--- src/rtl/status_led_driver.sv ---
// status_led_driver: result-status FSM driving a PWM-dimmed, blinking, active-low RGB LED.
module status_led_driver #(
    parameter int PWM_BITS       = 8,
    parameter int BRIGHTNESS     = 32,
    parameter int BLINK_HALF     = 24000000,
    parameter int TIMEOUT_CYCLES = 96000000
) (
    input  logic       clk,
    input  logic       rst_n,
    input  logic       result_valid,
    input  logic       result_ok,
    output logic       LED_R,
    output logic       LED_G,
    output logic       LED_B,
    output logic [1:0] state,
    output logic [7:0] pass_count,
    output logic [7:0] fail_count
);
    localparam int TW = TIMEOUT_CYCLES > 1 ? $clog2(TIMEOUT_CYCLES) : 1;
    localparam int BW = BLINK_HALF > 1 ? $clog2(BLINK_HALF) : 1;
    localparam logic [TW-1:0] TMAX = TW'(TIMEOUT_CYCLES - 1);
    localparam logic [BW-1:0] BMAX = BW'(BLINK_HALF - 1);
    localparam logic [PWM_BITS-1:0] BRI = PWM_BITS'(BRIGHTNESS);

    typedef enum logic [1:0] {IDLE, PASS, FAIL, STALL} state_t;

    state_t              st;
    logic [TW-1:0]       tmo;
    logic [BW-1:0]       bcnt;
    logic [PWM_BITS-1:0] pwm;
    logic                phase;
    logic                pwm_on;
    logic                gate;
    logic                r_sel;
    logic                g_sel;
    logic                b_sel;

    assign state = st;

    always_comb begin
        pwm_on = pwm < BRI;
        gate   = (st == FAIL || st == STALL) ? phase : 1'b1;
        r_sel  = st == FAIL;
        g_sel  = st == PASS;
        b_sel  = st == IDLE || st == STALL;
    end

    // A result on the expiry cycle wins over the stall transition.
    always_ff @(posedge clk or negedge rst_n) begin
        if (!rst_n) begin
            st <= IDLE;
        end else if (st != FAIL) begin
            st <= result_valid ? (result_ok ? PASS : FAIL) :
                  ((st == IDLE || st == PASS) && tmo == TMAX) ? STALL : st;
        end
    end

    always_ff @(posedge clk or negedge rst_n) begin
        if (!rst_n) begin
            tmo        <= '0;
            bcnt       <= '0;
            pwm        <= '0;
            phase      <= 1'b1;
            pass_count <= '0;
            fail_count <= '0;
            LED_R      <= 1'b1;
            LED_G      <= 1'b1;
            LED_B      <= 1'b1;
        end else begin
            tmo        <= result_valid ? '0 : (tmo == TMAX ? tmo : tmo + 1'b1);
            bcnt       <= bcnt == BMAX ? '0 : bcnt + 1'b1;
            phase      <= bcnt == BMAX ? ~phase : phase;
            pwm        <= pwm + 1'b1;
            pass_count <= pass_count + 8'(result_valid && result_ok && pass_count != 8'hff);
            fail_count <= fail_count + 8'(result_valid && !result_ok && fail_count != 8'hff);
            LED_R      <= ~(r_sel & pwm_on & gate);
            LED_G      <= ~(g_sel & pwm_on & gate);
            LED_B      <= ~(b_sel & pwm_on & gate);
        end
    end
endmodule

--- config.mk ---
export PLATFORM = sky130hd
export DESIGN_NAME = status_led_driver
export DESIGN_NICKNAME = d
export VERILOG_FILES = /design/src/rtl/status_led_driver.sv
export SDC_FILE = /design/constraint.sdc
export NUM_CORES = 1
export LEC_CHECK = 0
export BUFFER_PORTS_ARGS = -buffer_cell sky130_fd_sc_hd__buf_2
export CELL_PAD_IN_SITES_DETAIL_PLACEMENT = 1
export CELL_PAD_IN_SITES_GLOBAL_PLACEMENT = 2
export CORE_UTILIZATION = 40
export CTS_CLUSTER_DIAMETER = 100
export DETAILED_ROUTE_END_ITERATION = 10
export PLACE_DENSITY_LB_ADDON = 0.3
export SLEW_MARGIN = 10
export SYNTH_ARGS = -nofsm -noshare
export SYNTH_HDL_FRONTEND = slang
export SYNTH_SLANG_ARGS = --single-unit
--- constraint.sdc ---
create_clock -name clk -period 2.32 [get_ports clk]
set_input_delay 0 -clock clk [delete_from_list [all_inputs] [get_ports clk]]
set_output_delay 0 -clock clk [all_outputs]
set_load 0.05 [all_outputs]
==> results.py, run 1 <==
metrics = {
    "grt": {
        "top_usage_layer": "met2",
        "met3_usage_pct": 4.37,
        "met1_usage_pct": 23.3,
        "grt_pass1_vias": 2977,
        "grt-ovfl-total": 0,
        "antenna_found_initial": 0,
        "grt_pass1_wl_um": 14300,
        "groute.usage.overall_pct": 18.0,
        "grt_max_degree": 52,
        "use_met2_pct": 29.7,
    },
    "drt": {
        "routed_via_density": 5.20,
        "wl_per_cell_um": 14.6,
        "firstDrtPassIters": 4,
        "vias": 2793,
        "drc": 0,
        "ant_nets": 0,
        "drt_iter0_markers": 92,
        "wirelength_um": 7850,
    },
    "worst_hold_path": {
        "min_from": "result_valid",
        "hold_path.class": "in2reg",
        "hold_end": "fail_count[0]",
        "min_path_cells": 3,
    },
    "timing": {
        "clock-skew-final_ps": 11.0,
        "rsz0062_at_grt": "no",
        "post-route-period-util_pct": 93.0,
        "min_period_ps": 2160,
        "final-setup-viol-count": 0,
        "fmax_ghz": 0.464,
        "slew_violations": 0,
        "relSlewSlack_pct": 54.0,
        "worstMarginPinSlew_ps": 684,
        "setup_ws_ps": 163,
        "hold_viol": 0,
        "fin_tns_setup_ps": 0,
    },
    "clock_network": {
        "numCtsBuffers": 9,
        "htree_levels": 3,
        "clk_latency_ps": 360,
        "clk_pin_slew_ps": 80,
        "root_buffer": "clkbuf_8",
        "cts_max_path_buffers": 2,
        "cts_tree": "done",
        "post_cts_resize_count": 0,
        "cts_sinks": 82,
    },
    "synthesis": {
        "synth_top_cell_by_area": "dfrtp_1",
        "ys_types": 42,
        "syn_area_per_cell_um2": 10.5,
        "synth_top_flop_cell": "dfrtp_1",
        "synthTopCellsByCount": "78 x dfrtp_1, 43 x nor2_1, 35 x xnor2_1",
        "synth_most_common_cell": "dfrtp_1",
        "synth.area.top_cells": "dfrtp_1 50%, xnor2_1 7.9%, xor2_1 5.2%",
        "async_reset_ff_share_pct": 100,
        "synth_warnings": 0,
        "synth-edff-count": 0,
        "syn_nets": 385,
        "netlist_area_mm2": 0.00388,
        "ys_seq_area_share_pct": 53.0,
        "synth_seq_cells": 82,
        "synth_top_cell_area_share_pct": 50.3,
        "synth_cells": 370,
    },
    "critical_path": {
        "reg2reg_slack_ps": 160,
        "cp_data_arrival_time_ps": 2440,
        "rr_startpoint": "tmo[0]",
        "r2r-end": "tmo[11]",
        "worstSetupPathType": "reg2reg",
        "worstPathRequired_ps": 2600,
        "critPathCaptureType": "flop",
        "start_kind": "flop",
        "reg2reg_depth": 7,
        "cp_max_fo": 17,
    },
    "die": {
        "dieArea_mm2": 0.0101,
        "core_mm2": 0.00933,
        "die_y_um": 100,
        "start_util_pct": 41.6,
        "die_w_um": 100,
        "io_pins": 25,
        "num_rows": 35,
    },
    "final_layout": {
        "finalNetCount": 418,
        "final_core_util_pct": 47.1,
        "diodes": 0,
        "syn_to_final_growth_pct": 13.3,
        "drive_above_1_share_pct": 14.0,
    },
    "place": {
        "dpl_worst_slack_ps": 168,
        "dp_hpwl_um": 5460,
        "port_buffers": 24,
        "place_congestion": 0.723,
    },
    "pwr": {
        "cellPowerDensity_mw_per_mm2": 808,
        "max-vdd-ir-drop_mv": 0.465,
        "design_power_total_w": 0.00355,
        "total_leakage_power_nw": 1.95,
    },
    "job": {
        "maxCapViolCount": 0,
    },
    "outcome": {
        "outcome": "finished clean",
    },
}
worst max-delay path: stages, from the launching register on:
cell     delay [ps]
dfrtp_1         420
ha_1            260
nand3_2         130
or2_1           310
nor4_4           80
buf_4           200
or4_1           520
a21oi_1         160
worst max-delay path by stage:
stage	slack (ps)	startpoint	end
floorplan	260	pass_count[2]	pass_count[4]
CTS	140	tmo[0]	tmo[11]
global placement	280	tmo[0]	tmo[11]
global route	40	tmo[0]	tmo[11]
detailed placement	170	tmo[0]	tmo[11]
finish	160	tmo[0]	tmo[11]
routing by layer:
layer  part of all wire, %  wire length [um]  up-vias
met1                    47              3720     1417
met4                   1.3               100        0
met2                    49              3850       21
met5                     0                 0        -
li1                      -                 -     1346
met3                   2.3               182        9
cell families after synthesis:
| family | after synthesis | synth area share [%] |
|---|---|---|
| flops | 82 | 53.0 |
| mux | 1 | 0.258 |
| simple gates | 164 | 22.7 |
| xor+xnor | 58 | 13.1 |
| compound gates | 31 | 4.84 |
| fa+ha+maj | 11 | 3.55 |
| buf+inv | 23 | 2.48 |
power breakdown:
| part | switching, W | internal [W] | leakage [nW] |
|---|---|---|---|
| sequential | 0.000146 | 0.00155 | 1.08 |
| clock | 0.000552 | 0.000504 | 0.0962 |
| combinational | 0.000604 | 0.000196 | 0.775 |
per-stage QoR:
step / area, um^2 / cells / hold slack [ps]
after global placement: 4170 / 519 / 83.7
after global routing: 4390 / 537 / 55.4
after detailed placement: 4170 / 519 / 91.4
after floorplan: 3880 / 370 / -296
final: 4390 / 537 / 38.1
after CTS: 4390 / 537 / 27.3
layout by cell type, fill, tap and decap left out, drive strengths merged, types with 3 or more instances in the layout:
cell / n
a21oi: 13
and3: 14
and4: 3
buf: 30
clkbuf: 9
dfrtp: 78
dfstp: 4
ha: 11
inv: 15
nand2: 21
nand3: 31
nand4: 12
nor2: 43
nor2b: 4
nor3: 8
nor4: 8
nor4bb: 3
o21ai: 6
o31ai: 4
or2: 4
or3: 4
or4: 5
xnor2: 35
xor2: 23
layout make-up:
class | instances | area [um^2]
repair buffers | 32 | 200
inverters | 13 | 48.8
clock buffers | 9 | 124
clock inverters | 7 | 76.3
flip-flops and latches | 82 | 2060
well taps | 129 | 161
fillers | 1068 | 4940
multi-input cells | 265 | 1720
flip-flops by register name, indices dropped and copies added (netlist names):
signal,count
LED_B,1
phase,1
fail_count,8
pwm,8
pass_count,8
bcnt,25
LED_R,1
tmo,27
state,2
LED_G,1
timing repair:
action / 4_1_cts / 5_1_grt
hold buffers: 2 / 0
endpoints found under the hold margin: 51 / 0
buffers inserted: 0 / 0
endpoints found under the setup margin: 0 / 0
(Power assumes the default switching activity.)
==> run 2, diff against run 1 <==
- CORE_UTILIZATION: 40 -> 36
- clock period: 2.32 -> 1.95 ns (I/O delays scaled with it)
==> run 2 against run 1 <==
  * Sequential share of layout area decreased by 1.9 points
  * Core utilization is 2.8 points lower
  * Setup slack got worse by 92 ps
  * Global-route usage decreased by 1.3 points
  * Largest power group unchanged
  * Fmax up 15%
  * First-iteration DRC count decreased by 6.5%
  * Clock skew down 5.1 ps
==> results.py, run 2 (synthesis results as in run 1) <==
metrics = {
    "clock_network": {
        "cts_sinks": 82,
        "clk_pin_slew_ps": 80,
        "root_buffer": "clkbuf_8",
        "htree_levels": 3,
        "cts_tree": "done",
        "numCtsBuffers": 9,
        "cts_max_path_buffers": 2,
        "clk_latency_ps": 350,
    },
    "pwr": {
        "p_seq_share_pct": 47.9,
        "p_int_w": 0.00271,
        "max-vdd-ir-drop_mv": 0.549,
        "power.switching_w": 0.00152,
        "cellPowerDensity_mw_per_mm2": 923,
        "combPwrFrac_pct": 23.0,
        "design_power_total_w": 0.00423,
        "clockPowerShare_pct": 29.1,
        "switching_share_pct": 36.0,
        "total_leakage_power_nw": 2.05,
    },
    "drt": {
        "drt_iter0_markers": 86,
        "firstDrtPassIters": 4,
        "routed_via_density": 5.07,
        "ant_nets": 0,
        "wirelength_um": 8300,
        "vias": 2852,
        "wl_per_cell_um": 14.7,
        "drc": 0,
    },
    "grt": {
        "antenna_found_initial": 0,
        "grt_max_degree": 45,
        "groute.usage.overall_pct": 16.7,
        "grt-ovfl-total": 0,
        "grt_pass1_vias": 3046,
        "grt_pass1_wl_um": 14900,
    },
    "timing": {
        "worstMarginPinSlew_ps": 516,
        "fmax_ghz": 0.532,
        "fin_hold_ws_ps": 28.3,
        "rsz0062_at_grt": "yes",
        "post-route-period-util_pct": 96.4,
        "hold_viol": 0,
        "final-setup-viol-count": 0,
        "clock-skew-final_ps": 5.96,
        "slew_violations": 0,
        "setup_ws_ps": 71.0,
        "min_period_ps": 1880,
        "relSlewSlack_pct": 65.6,
    },
    "place": {
        "dp_hpwl_um": 5970,
        "place_congestion": 0.736,
        "dpl_worst_slack_ps": -57.4,
        "port_buffers": 24,
    },
    "die": {
        "die_y_um": 106,
        "core_mm2": 0.0104,
        "num_rows": 37,
        "io_pins": 25,
        "dieArea_mm2": 0.0112,
        "die_w_um": 106,
        "start_util_pct": 37.4,
    },
    "final_layout": {
        "diodes": 0,
        "drive_above_1_share_pct": 21.1,
        "largest-register": "tmo",
        "top_regs": "tmo: 27 flops, bcnt: 25 flops",
        "finalNetCount": 437,
        "syn_to_final_growth_pct": 18.3,
        "layout_common_cells": "75 x dfrtp_1, 43 x nor2_1, 35 x xnor2_1",
        "layout_commonest_cell": "dfrtp_1",
        "largest_reg_flops": 27,
    },
    "critical_path": {
        "worstSetupPathType": "reg2reg",
        "path_cells": "nand4_2 -> or4_4 -> or4_4 -> a21oi_2",
        "start_kind": "flop",
        "cp_data_arrival_time_ps": 2160,
        "path_common_cell": "or4_4",
        "slowest_delay_ps": 550,
        "critPathCaptureType": "flop",
        "cp_max_fo": 5,
        "reg2reg_depth": 4,
        "worstPathRequired_ps": 2230,
        "slowest_stage": "or4_4",
    },
    "outcome": {
        "outcome": "finished clean",
    },
    "worst_hold_path": {
        "min_path_cells": 4,
        "hold_path.class": "in2reg",
    },
    "job": {
        "maxCapViolCount": 0,
    },
}
-- run 2: final cells by class --
class / instances / area [um^2]
Fill cell: 1185 / 5780
Inverter: 13 / 48.8
Timing Repair Buffer: 51 / 344
Clock buffer: 11 / 141
Multi-Input combinational cell: 265 / 1770
Clock inverter: 5 / 55.1
Sequential cell: 82 / 2060
Tap cell: 136 / 170
-- run 2: power by group through the flow --
stage / Clock [W] / Sequential, W / Combinational [W]
floorplan: 0 / 0.00250 / 0.000228
global placement: 0 / 0.00205 / 0.000965
detailed placement: 0 / 0.00206 / 0.000988
CTS: 0.00129 / 0.00203 / 0.000991
global route: 0.00134 / 0.00206 / 0.00105
finish: 0.00123 / 0.00203 / 0.000973
-- run 2: stage by stage --
step | cells | utilization, % | cell area, um^2 | TNS (ps)
6_report | 563 | 44.2 | 4590 | 0
5_1_grt | 563 | 44.2 | 4590 | -60.2
4_1_cts | 561 | 43.7 | 4530 | 0
3_5_place_dp | 544 | 41.7 | 4320 | -67.9
3_3_place_gp | 544 | 41.7 | 4320 | -73.9
2_1_floorplan | 370 | - | 3880 | 0
-- run 2: metal layers --
layer / track usage [%] / part of all wire (%)
met3: 4.08 / 2.4
met5: 0 / 0
met4: 4.76 / 0.60
met1: 21.9 / 48
met2: 27.4 / 49
-- run 2: worst paths after layout --
kind                                from            end  slack (ps)
min                            result_ok       state[1]          30
max in group asynchronous          rst_n          phase        1110
max reg2reg                      tmo[13]        tmo[21]          70
min in group asynchronous          rst_n  fail_count[5]         170
min reg2reg                pass_count[4]  pass_count[4]         480
max                              tmo[13]        tmo[21]          70
-- run 2: what timing repair did --
| item | in CTS | in global routing |
|---|---|---|
| gates resized for setup | 1 | 12 |
| setup endpoints to repair | 11 | 20 |
| hold buffers | 1 | 0 |
| buffers inserted | 0 | 2 |
| pin swaps | 0 | 3 |
| hold endpoints to repair | 38 | 0 |
-- run 2: critical path: cells and delay by family (launching register included) --
| family | cells | cell delay (ps) |
|---|---|---|
| compound gates | 1 | 150 |
| flops | 1 | 420 |
| simple gates | 3 | 1240 |
==> run 3, diff against run 2 <==
- ABC_AREA: not set -> 1
- CORE_UTILIZATION: 36 -> 33
==> run 3 against run 2 <==
  * Clock skew grew 1.7 ps
  * Setup slack improved by 160 ps
  * Synthesized area rose by 14%
  * Die area grew 24%
  * Design area increased by 11%
  * Hold slack better by 45 ps
  * Largest cell class is now multi-input gates
==> results.py, run 3 <==
metrics = {
    "timing": {
        "final-setup-viol-count": 0,
        "relSlewSlack_pct": 74.7,
        "rsz0062_at_grt": "no",
        "hold_viol": 0,
        "min_period_ps": 1720,
        "worstMarginPinSlew_ps": 379,
        "post-route-period-util_pct": 88.2,
        "clock-skew-final_ps": 7.63,
        "fmax_ghz": 0.582,
        "fin_tns_setup_ps": 0,
        "slew_violations": 0,
    },
    "synthesis": {
        "ys_types": 34,
        "synth_warnings": 0,
        "ys_seq_area_share_pct": 46.5,
        "synth.area.top_cells": "dfrtp_1 44%, nand2_1 11%, nor2_1 7.0%",
        "netlist_area_mm2": 0.00442,
        "syn_nets": 565,
        "synth-edff-count": 0,
        "synth_top_flop_cell": "dfrtp_1",
        "synth_seq_cells": 82,
        "synthTopCellsByCount": "135 x nand2_1, 83 x nor2_1, 78 x dfrtp_1",
        "synth_cells": 550,
        "synth_most_common_cell": "nand2_1",
        "synth_top_cell_area_share_pct": 44.1,
        "synth_top_cell_by_area": "dfrtp_1",
        "syn_area_per_cell_um2": 8.04,
        "async_reset_ff_share_pct": 100,
    },
    "grt": {
        "grt_pass1_wl_um": 18900,
        "grt_pass1_vias": 3827,
        "grt_max_degree": 60,
        "antenna_found_initial": 0,
        "grt-ovfl-total": 0,
        "groute.usage.overall_pct": 17.3,
    },
    "pwr": {
        "cellPowerDensity_mw_per_mm2": 949,
        "max-vdd-ir-drop_mv": 0.875,
        "total_leakage_power_nw": 2.42,
    },
    "critical_path": {
        "r2r-end": "phase",
        "start_kind": "input port",
        "rr_startpoint": "bcnt[0]",
        "cp_max_fo": 2,
        "worstPathRequired_ps": 2180,
        "reg2reg_depth": 7,
        "worstSetupPathType": "in2reg",
        "critPathCaptureType": "flop",
        "cp_data_arrival_time_ps": 1950,
        "reg2reg_slack_ps": 240,
    },
    "clock_network": {
        "clk_latency_ps": 350,
        "cts_tree": "done",
        "cts_sinks": 82,
        "htree_levels": 3,
        "cts_max_path_buffers": 2,
        "post_cts_resize_count": 0,
        "cts_setup_buffers": 0,
        "clk_pin_slew_ps": 70,
        "root_buffer": "clkbuf_16",
        "numCtsBuffers": 9,
    },
    "worst_hold_path": {
        "hold_end": "tmo[26]",
        "hold_path.class": "in2reg",
        "min_from": "result_valid",
        "min_path_cells": 3,
    },
    "place": {
        "dp_hpwl_um": 8420,
        "port_buffers": 24,
        "dp_cells": 746,
        "place_congestion": 0.853,
    },
    "drt": {
        "wirelength_um": 11100,
        "drc": 0,
        "wl_per_cell_um": 14.5,
        "routed_via_density": 4.67,
        "vias": 3568,
        "firstDrtPassIters": 4,
        "ant_nets": 0,
        "drt_iter0_markers": 145,
    },
    "job": {
        "maxCapViolCount": 0,
    },
    "die": {
        "die_y_um": 118,
        "dieArea_mm2": 0.0139,
        "die_w_um": 118,
        "num_rows": 41,
        "io_pins": 25,
        "start_util_pct": 34.5,
        "core_mm2": 0.0128,
    },
    "final_layout": {
        "diodes": 0,
        "largest_reg_flops": 27,
        "drive_above_1_share_pct": 14.2,
        "finalNonFillerCells": 764,
        "layout_commonest_cell": "nand2_1",
        "syn_to_final_growth_pct": 15.3,
        "finalNetCount": 602,
        "final_core_util_pct": 39.8,
        "largest-register": "tmo",
        "layout_common_cells": "135 x nand2_1, 83 x nor2_1, 78 x dfrtp_1",
        "top_regs": "tmo: 27 flops, bcnt: 25 flops",
    },
    "outcome": {
        "outcome": "finished clean",
    },
}
==> run 3: cell types whose count changed after synthesis, moves of 9 or more <==
cell	change
nor2_2	+9
nor2_1	+40
nand2_1	+114
inv_1	+57
xnor2_1	-26
and3_1	-14
nand3_1	+9
==> run 3: layer usage <==
metal | global-route usage, % | vias to the layer above | routed length [um]
met5 | 0 | - | 0
met2 | 29.2 | 31 | 5460
li1 | - | 1798 | -
met4 | 5.77 | 0 | 170
met3 | 4.41 | 12 | 294
met1 | 21.6 | 1727 | 5140
==> run 3: metrics by stage <==
| step | setup WS [ps] | hold slack (ps) | power [W] | area, um^2 |
|---|---|---|---|---|
| after floorplan | 59.1 | -296 | 0.00280 | 4420 |
| after global placement | 296 | -63.8 | 0.00309 | 4780 |
| after detailed placement | 207 | -54.6 | 0.00313 | 4780 |
| after CTS | 199 | 73.5 | 0.00493 | 5100 |
| after global routing | 46.3 | 98.4 | 0.00507 | 5100 |
| final | 231 | 73.5 | 0.00484 | 5100 |
==> run 3: logic make-up (layout without fill, tap and decap cells) <==
family	after synthesis	in the layout	synth area share [%]
compound gates	19	19	2.40
xor+xnor	36	36	7.13
simple gates	326	326	34.1
fa+ha+maj	11	11	3.11
flops	82	82	46.5
buf+inv	76	118	6.73
==> run 3: layout make-up <==
class | instances | area, um^2
Inverter | 72 | 270
Timing Repair Buffer | 30 | 185
Tap cell | 172 | 215
Clock buffer | 10 | 239
Fill cell | 1557 | 7720
Clock inverter | 6 | 65.1
Multi-Input combinational cell | 392 | 2070
Sequential cell | 82 | 2060
==> run 3: how the worst max path moves through the flow <==
| stage | start | endpoint | slack, ps | cells after the start |
|---|---|---|---|---|
| 6_report | result_ok | fail_count[7] | 230 | 9 |
| 5_1_grt | bcnt[0] | bcnt[3] | 50 | 7 |
| 4_1_cts | bcnt[0] | bcnt[18] | 200 | 8 |
| 3_5_place_dp | bcnt[0] | phase | 210 | 7 |
| 3_3_place_gp | fail_count[6] | fail_count[6] | 300 | 8 |
| 2_1_floorplan | fail_count[6] | fail_count[6] | 60 | 8 |
==> run 3: worst max-delay path, cell delays in order <==
cell	delay, ps
dlygate4sd3_1	530
buf_2	130
or2_2	320
nor2_1	120
ha_1	170
nand3_1	120
nor3_1	260
nand3_1	150
xnor2_1	150
==> run 3: report_power, final <==
part	switching [W]	total (W)	internal [W]
Combinational	0.000805	0.00105	0.000246
Sequential	0.000170	0.00203	0.00186
Clock	0.000731	0.00176	0.00103
==> run 3: what timing repair did <==
action	4_1_cts	5_1_grt
endpoints found under the hold margin	79	0
hold buffers	2	0
endpoints found under the setup margin	0	0
